`src/rtl/instr_sequencer.sv`:
```
// -----------------------------------------------------------------------------
// instr_sequencer
//
// Instruction-issue controller for the 4x512-bit register-bank processor.
// A host streams 13-bit instructions into a small FIFO. A three-state FSM
// (IDLE -> ISSUE -> WAIT) pops them one at a time. Each pop produces a
// single-cycle issue strobe. The next issue is held off until the opcode's
// fixed latency has elapsed.
//
// Instruction format: [12:11] opcode, [10:9] register select, [8:0] address.
//   opcode 00 store / 01 load -> MEM_LAT wait cycles
//   opcode 10 add             -> ADD_LAT wait cycles
//   opcode 11 multiply        -> MUL_LAT wait cycles
//
// Ports
//   clk            system clock, all state updates on the rising edge
//   rst            synchronous active-high reset
//   in_instr       instruction offered by the host
//   in_valid       host offers in_instr
//   in_ready       FIFO can accept (registered occupancy != DEPTH)
//   stall          blocks a new pop while high (sampled in IDLE only)
//   issue_instr    last issued instruction; holds until the next pop
//   issue_valid    one-cycle issue strobe to the processor
//   op_done        one-cycle pulse in the final wait cycle of an operation
//   busy           high while in ISSUE or WAIT
//   fifo_count     FIFO occupancy, 0..DEPTH
//   retired_count  completed operations, wraps at 16 bits
// -----------------------------------------------------------------------------
module instr_sequencer #(
  parameter int DEPTH   = 8,
  parameter int CNT_W   = 3,
  parameter int MEM_LAT = 2,
  parameter int ADD_LAT = 1,
  parameter int MUL_LAT = 4
) (
  input  logic             clk,
  input  logic             rst,
  input  logic [12:0]      in_instr,
  input  logic             in_valid,
  output logic             in_ready,
  input  logic             stall,
  output logic [12:0]      issue_instr,
  output logic             issue_valid,
  output logic             op_done,
  output logic             busy,
  output logic [CNT_W:0]   fifo_count,
  output logic [15:0]      retired_count
);

  // Wide enough for any sensible latency setting.
  localparam int LAT_W = 8;
  localparam logic [CNT_W:0] FULL_COUNT = (CNT_W + 1)'(DEPTH);

  typedef enum logic [1:0] {
    IDLE  = 2'd0,
    ISSUE = 2'd1,
    WAIT  = 2'd2
  } state_t;

  // ---------------------------------------------------------------------------
  // FIFO storage and bookkeeping
  // ---------------------------------------------------------------------------
  logic [12:0]      mem [DEPTH];
  logic [CNT_W-1:0] wr_ptr_reg;
  logic [CNT_W-1:0] rd_ptr_reg;
  logic [CNT_W:0]   count_reg;

  // ---------------------------------------------------------------------------
  // FSM state and registered outputs
  // ---------------------------------------------------------------------------
  state_t           state_reg;
  logic [LAT_W-1:0] wait_reg;
  logic [12:0]      issue_instr_reg;
  logic             issue_valid_reg;
  logic             op_done_reg;
  logic             busy_reg;
  logic [15:0]      retired_reg;

  logic push;
  logic pop;
  logic [LAT_W-1:0] issue_lat;

  // in_ready comes only from the registered count. A pop in the same cycle
  // therefore never opens room for a push. This keeps pop off the ready path.
  assign in_ready = (count_reg != FULL_COUNT);
  assign push     = in_valid && in_ready;
  assign pop      = (state_reg == IDLE) && (count_reg != '0) && !stall;

  // Wait length of the instruction currently held for issue.
  always_comb begin
    issue_lat = LAT_W'(MEM_LAT);
    case (issue_instr_reg[12:11])
      2'b10:   issue_lat = LAT_W'(ADD_LAT);
      2'b11:   issue_lat = LAT_W'(MUL_LAT);
      default: issue_lat = LAT_W'(MEM_LAT);
    endcase
  end

  // Storage array: written without reset so it maps onto RAM. Stale entries
  // left after a reset are unreachable because the pointers and count clear.
  always_ff @(posedge clk) begin
    if (push) begin
      mem[wr_ptr_reg] <= in_instr;
    end
  end

  // Pointers wrap naturally because DEPTH is a power of two.
  always_ff @(posedge clk) begin
    if (rst) begin
      wr_ptr_reg <= '0;
      rd_ptr_reg <= '0;
      count_reg  <= '0;
    end else begin
      if (push) begin
        wr_ptr_reg <= wr_ptr_reg + CNT_W'(1);
      end
      if (pop) begin
        rd_ptr_reg <= rd_ptr_reg + CNT_W'(1);
      end
      case ({push, pop})
        2'b10:   count_reg <= count_reg + (CNT_W + 1)'(1);
        2'b01:   count_reg <= count_reg - (CNT_W + 1)'(1);
        default: count_reg <= count_reg;
      endcase
    end
  end

  // ---------------------------------------------------------------------------
  // Issue FSM. The popped head is read straight into issue_instr_reg, and that
  // register doubles as the read-data register of the storage array.
  // op_done is registered, so it is set one cycle early, on the edge that
  // enters the final wait cycle.
  // ---------------------------------------------------------------------------
  always_ff @(posedge clk) begin
    if (rst) begin
      state_reg       <= IDLE;
      wait_reg        <= '0;
      issue_instr_reg <= '0;
      issue_valid_reg <= 1'b0;
      op_done_reg     <= 1'b0;
      busy_reg        <= 1'b0;
      retired_reg     <= '0;
    end else begin
      issue_valid_reg <= 1'b0;
      op_done_reg     <= 1'b0;
      case (state_reg)
        IDLE: begin
          if (pop) begin
            issue_instr_reg <= mem[rd_ptr_reg];
            issue_valid_reg <= 1'b1;
            busy_reg        <= 1'b1;
            state_reg       <= ISSUE;
          end
        end
        ISSUE: begin
          wait_reg  <= issue_lat;
          state_reg <= WAIT;
          // A one-cycle operation is already in its final wait cycle next.
          if (issue_lat == LAT_W'(1)) begin
            op_done_reg <= 1'b1;
          end
        end
        WAIT: begin
          wait_reg <= wait_reg - LAT_W'(1);
          if (wait_reg == LAT_W'(2)) begin
            op_done_reg <= 1'b1;
          end
          if (wait_reg == LAT_W'(1)) begin
            retired_reg <= retired_reg + 16'd1;
            busy_reg    <= 1'b0;
            state_reg   <= IDLE;
          end
        end
        default: begin
          state_reg <= IDLE;
          busy_reg  <= 1'b0;
        end
      endcase
    end
  end

  assign issue_instr   = issue_instr_reg;
  assign issue_valid   = issue_valid_reg;
  assign op_done       = op_done_reg;
  assign busy          = busy_reg;
  assign fifo_count    = count_reg;
  assign retired_count = retired_reg;

endmodule

```
`config.mk`:
```
export PLATFORM = sky130hd
export DESIGN_NAME = instr_sequencer
export DESIGN_NICKNAME = d
export VERILOG_FILES = /design/src/rtl/instr_sequencer.sv
export SDC_FILE = /design/constraint.sdc
export NUM_CORES = 1
export LEC_CHECK = 0
export CAP_MARGIN = 10
export CORE_ASPECT_RATIO = 2
export CORE_UTILIZATION = 60
export CTS_CLUSTER_SIZE = 24
export DETAILED_ROUTE_END_ITERATION = 10
export GPL_TIMING_DRIVEN = 0
export PLACE_DENSITY_LB_ADDON = 0.3
export SYNTH_ARGS = -nofsm -noshare
export SYNTH_HDL_FRONTEND = slang
export SYNTH_SLANG_ARGS = --single-unit
```
`constraint.sdc`:
```
create_clock -name clk -period 8.9 [get_ports clk]
set_input_delay 0.89 -clock clk [delete_from_list [all_inputs] [get_ports clk]]
set_output_delay 0.89 -clock clk [all_outputs]
set_load 0.005 [all_outputs]
```
==> run_summary.xml <==
<?xml version="1.0" encoding="UTF-8"?>
<metrics>
  <group name="timing">
    <metric name="slew_viol_final" unit="">0</metric>
    <metric name="timing.slew.headroom" unit="%">36.0</metric>
    <metric name="setup_slack" unit="ns">5.38</metric>
    <metric name="final_min_period_over_clock_period" unit="%">39.5</metric>
    <metric name="final.setup_skew" unit="ns">0.00955</metric>
    <metric name="max_freq" unit="MHz">284</metric>
    <metric name="final.setup.tns" unit="ns">0</metric>
    <metric name="rsz0062_at_grt" unit="">no</metric>
    <metric name="hold_ws" unit="ns">0.472</metric>
    <metric name="hold_viol_final" unit="">0</metric>
    <metric name="setup_violations" unit="">0</metric>
    <metric name="worst_pin_slew" unit="ns">0.952</metric>
    <metric name="layout_min_cycle_time" unit="ns">3.52</metric>
  </group>
  <group name="floorplanning">
    <metric name="io_pins" unit="">54</metric>
    <metric name="core.rowCount" unit="">52</metric>
    <metric name="floorplan.initialDensity" unit="%">61.7</metric>
    <metric name="fp.coreArea" unit="sq mm">0.0101</metric>
    <metric name="die-height" unit="microns">147</metric>
    <metric name="die_area" unit="sq mm">0.0109</metric>
    <metric name="floorplan.die.width" unit="microns">74.3</metric>
  </group>
  <group name="finish">
    <metric name="area.sequential" unit="sq mm">0.00416</metric>
    <metric name="multiInputGateArea" unit="sq mm">0.00202</metric>
    <metric name="nNetsFinal" unit="">542</metric>
    <metric name="finish.utilization" unit="%">75.0</metric>
    <metric name="final.fill_count" unit="">656</metric>
    <metric name="fin_cells" unit="">660</metric>
    <metric name="largest_register_ff_count" unit="">104</metric>
    <metric name="num_antenna_cells" unit="">0</metric>
    <metric name="layout_common_cells" unit="">sky130_fd_sc_hd__edfxtp_1, sky130_fd_sc_hd__clkdlybuf4s50_1, sky130_fd_sc_hd__dfxtp_1</metric>
    <metric name="syn_to_final_growth" unit="%">21.6</metric>
    <metric name="drive_above_1_share" unit="%">15.2</metric>
    <metric name="leading_cell_type_in_the_layout_fill_and_taps_excluded" unit="">sky130_fd_sc_hd__edfxtp_1</metric>
  </group>
  <group name="synth">
    <metric name="synthAdderAreaFrac" unit="%">2.60</metric>
    <metric name="synthesized_instance_count" unit="">432</metric>
    <metric name="synthDominantAreaCellType" unit="">sky130_fd_sc_hd__edfxtp_1</metric>
    <metric name="synth.area.top_cells" unit="">sky130_fd_sc_hd__edfxtp_1, sky130_fd_sc_hd__dfxtp_1, sky130_fd_sc_hd__mux4_2</metric>
    <metric name="fraction_of_synthesized_cell_area_taken_by_the_top_area_cell_type" unit="%">49.9</metric>
    <metric name="yosys.area_share.xor_xnor" unit="%">2.66</metric>
    <metric name="synthesis.area" unit="sq mm">0.00626</metric>
    <metric name="yosys.cell_types.count" unit="">45</metric>
    <metric name="postSynth.topFlopCell" unit="">sky130_fd_sc_hd__edfxtp_1</metric>
    <metric name="seq_area_frac_synth" unit="%">66.5</metric>
    <metric name="synthArstFlopShare" unit="%">0</metric>
    <metric name="yosys_reg_bits" unit="">156</metric>
    <metric name="yosys-mux-area-fraction" unit="%">10.9</metric>
    <metric name="synth-warning-count" unit="">0</metric>
    <metric name="mappedNetlistNets" unit="">462</metric>
    <metric name="combinational_family_with_the_most_area_after_synthesis" unit="">simple AND/OR/NAND/NOR gates</metric>
    <metric name="synth-compound-area-share" unit="%">4.07</metric>
    <metric name="number_of_synthesized_flops_with_an_enable_pin" unit="">104</metric>
    <metric name="area_share_of_and_or_nand_nor_cells_after_synthesis" unit="%">11.6</metric>
    <metric name="post_synth.cell_area_avg" unit="sq um">14.5</metric>
  </group>
  <group name="global_route">
    <metric name="first_global_vias" unit="">4309</metric>
    <metric name="global_route.overflow_total" unit="">0</metric>
    <metric name="grt_use_total" unit="%">27.6</metric>
    <metric name="grt_first_pass_wirelength" unit="mm">21.2</metric>
    <metric name="largest_net_degree_at_the_start_of_global_routing" unit="">17</metric>
    <metric name="grt_antenna_before_repair" unit="">0</metric>
  </group>
  <group name="placement">
    <metric name="finalWeightedCongestion" unit="">0.773</metric>
    <metric name="pre_cts_ws" unit="ns">5.02</metric>
    <metric name="place.detailed.hpwl" unit="mm">9.22</metric>
    <metric name="dp.cells" unit="">628</metric>
    <metric name="numPortBuffers" unit="">53</metric>
  </group>
  <group name="status">
    <metric name="run_status" unit="">finished clean</metric>
  </group>
  <group name="drt">
    <metric name="post_drt_wl_per_cell" unit="microns">20.5</metric>
    <metric name="drt_drc_violations_left" unit="">0</metric>
    <metric name="drtPass1Iterations" unit="">5</metric>
    <metric name="drt-initial-drc-count" unit="">177</metric>
    <metric name="route.antenna.remaining_nets" unit="">0</metric>
    <metric name="vias" unit="">3988</metric>
    <metric name="postRouteWirelength" unit="mm">13.6</metric>
    <metric name="viasPerCell" unit="">6.04</metric>
  </group>
  <group name="clock_network">
    <metric name="clockBufferDepth" unit="">2</metric>
    <metric name="cts.htree.levels" unit="">4</metric>
    <metric name="ctsHoldBuffers" unit="">0</metric>
    <metric name="tritoncts_clock_tree" unit="">built</metric>
    <metric name="cts_bufs_inserted" unit="">17</metric>
    <metric name="post_cts_buffers" unit="">0</metric>
    <metric name="skew_pair_late_insertion_delay" unit="ns">0.42</metric>
    <metric name="total_of_cells_resized_after_clock_tree_synthesis" unit="">0</metric>
    <metric name="clk_pin_slew_worst_paths" unit="ns">0.06</metric>
    <metric name="cts.sinks" unit="">156</metric>
    <metric name="cts_root_buf" unit="">sky130_fd_sc_hd__clkbuf_16</metric>
  </group>
  <group name="worst_hold_path">
    <metric name="timing.hold.worst.class" unit="">flop to flop</metric>
  </group>
  <group name="critical_path">
    <metric name="cpPeakStageDelay" unit="ns">0.52</metric>
    <metric name="worstSetupEndpointType" unit="">flop</metric>
    <metric name="required" unit="ns">9.21</metric>
    <metric name="critPathKind" unit="">primary input to flop</metric>
    <metric name="peak_fanout_along_the_critical_path" unit="">11</metric>
    <metric name="critical_path.startpoint_type" unit="">primary input</metric>
    <metric name="critical-path-slowest-cell" unit="">sky130_fd_sc_hd__clkbuf_1</metric>
    <metric name="timing.critical_path.arrival" unit="ns">3.83</metric>
    <metric name="path_cells" unit="">clkdlybuf4s50_1 &gt; nor2b_1 &gt; nand2_1 &gt; clkinv_1 &gt; clkbuf_1 &gt; ha_1 &gt; or3_1 &gt; o32ai_1 &gt; mux2_2</metric>
  </group>
  <group name="power_and_ir_drop">
    <metric name="power_per_standard_cell_area" unit="mW/mm^2">290</metric>
    <metric name="leak_pwr" unit="uW">0.00253</metric>
    <metric name="max-vdd-ir-drop" unit="mV">0.188</metric>
  </group>
  <group name="run">
    <metric name="drv_cap" unit="">0</metric>
  </group>
</metrics>
metal layers:
metal	vias up	wire [microns]	part of all wire [%]	track usage, %
met5	-	0	0	0
met4	0	448	3.3	14.8
met3	35	702	5.2	7.38
met2	150	7770	57	49.1
met1	1991	4640	34	28.1
li1	1812	-	-	-
logic make-up after synthesis:
logic type	Yosys count
AND/OR/NAND/NOR	139
AO/OA/AOI/OAI	42
XOR/XNOR	19
flip-flops	156
buffers and inverters	28
adder cells (fa/ha/maj)	13
multiplexers	35
metrics by stage:
stage	total power, uW	area [sq um]
6_report	2210	7620
4_1_cts	2220	7620
2_1_floorplan	1320	6260
3_3_place_gp	1510	6960
3_5_place_dp	1540	7060
5_1_grt	2310	7620
Yosys cell counts (2+ instances only):
| cell type | instances |
|---|---|
| sky130_fd_sc_hd__clkbuf_1 | 13 |
| sky130_fd_sc_hd__ha_1 | 13 |
| sky130_fd_sc_hd__or3_1 | 6 |
| sky130_fd_sc_hd__nand2b_1 | 6 |
| sky130_fd_sc_hd__xor2_1 | 13 |
| sky130_fd_sc_hd__buf_2 | 4 |
| sky130_fd_sc_hd__o31ai_1 | 3 |
| sky130_fd_sc_hd__dfxtp_1 | 52 |
| sky130_fd_sc_hd__nand2_1 | 16 |
| sky130_fd_sc_hd__nand3_1 | 11 |
| sky130_fd_sc_hd__a31oi_1 | 2 |
| sky130_fd_sc_hd__o22ai_1 | 14 |
| sky130_fd_sc_hd__inv_1 | 8 |
| sky130_fd_sc_hd__nor2_1 | 44 |
| sky130_fd_sc_hd__o21ai_0 | 4 |
| sky130_fd_sc_hd__mux2_2 | 4 |
| sky130_fd_sc_hd__xnor2_1 | 6 |
| sky130_fd_sc_hd__a21oi_1 | 13 |
| sky130_fd_sc_hd__nor3_1 | 19 |
| sky130_fd_sc_hd__nor3b_1 | 2 |
| sky130_fd_sc_hd__mux2i_1 | 5 |
| sky130_fd_sc_hd__edfxtp_1 | 104 |
| sky130_fd_sc_hd__nand4_1 | 6 |
| sky130_fd_sc_hd__a211oi_1 | 2 |
| sky130_fd_sc_hd__nor4_1 | 6 |
| sky130_fd_sc_hd__nor2b_1 | 8 |
| sky130_fd_sc_hd__buf_1 | 2 |
| sky130_fd_sc_hd__or4_1 | 4 |
| sky130_fd_sc_hd__mux4_2 | 26 |
worst max-delay path, delay by kind of cell:
kind | cells | cell delay (ns)
simple gates | 3 | 0.84
compound gates | 1 | 0.15
buf+inv | 3 | 1.15
fa+ha+maj | 1 | 0.42
mux | 1 | 0.37
final timing paths:
kind | start | to | slack, ns | cells after the start
max | stall | fifo_count[3] | 5.38 | 9
min | busy | busy | 0.47 | 2
max reg2reg | fifo_count[0] | fifo_count[3] | 5.48 | 8
min reg2reg | busy | busy | 0.47 | 2
layout make-up:
cell class              count  share of cell area [%]
plain buffers              19                    1.00
repair buffers             61                    7.90
clock buffers              18                    5.63
multi-input cells         248                    26.5
inverters                   9                   0.443
flip-flops and latches    156                    54.7
well taps                 135                    2.22
clock inverters            14                    1.66
power by group:
| part | internal [uW] | leakage [uW] | total, uW | switching [uW] |
|---|---|---|---|---|
| logic | 291 | 0.000894 | 596 | 305 |
| registers | 862 | 0.00137 | 934 | 72.0 |
| clock network | 368 | 0.000265 | 679 | 311 |
| total | 1520 | 0.00253 | 2210 | 688 |
Note: power is estimated with default switching activity, not from simulation.
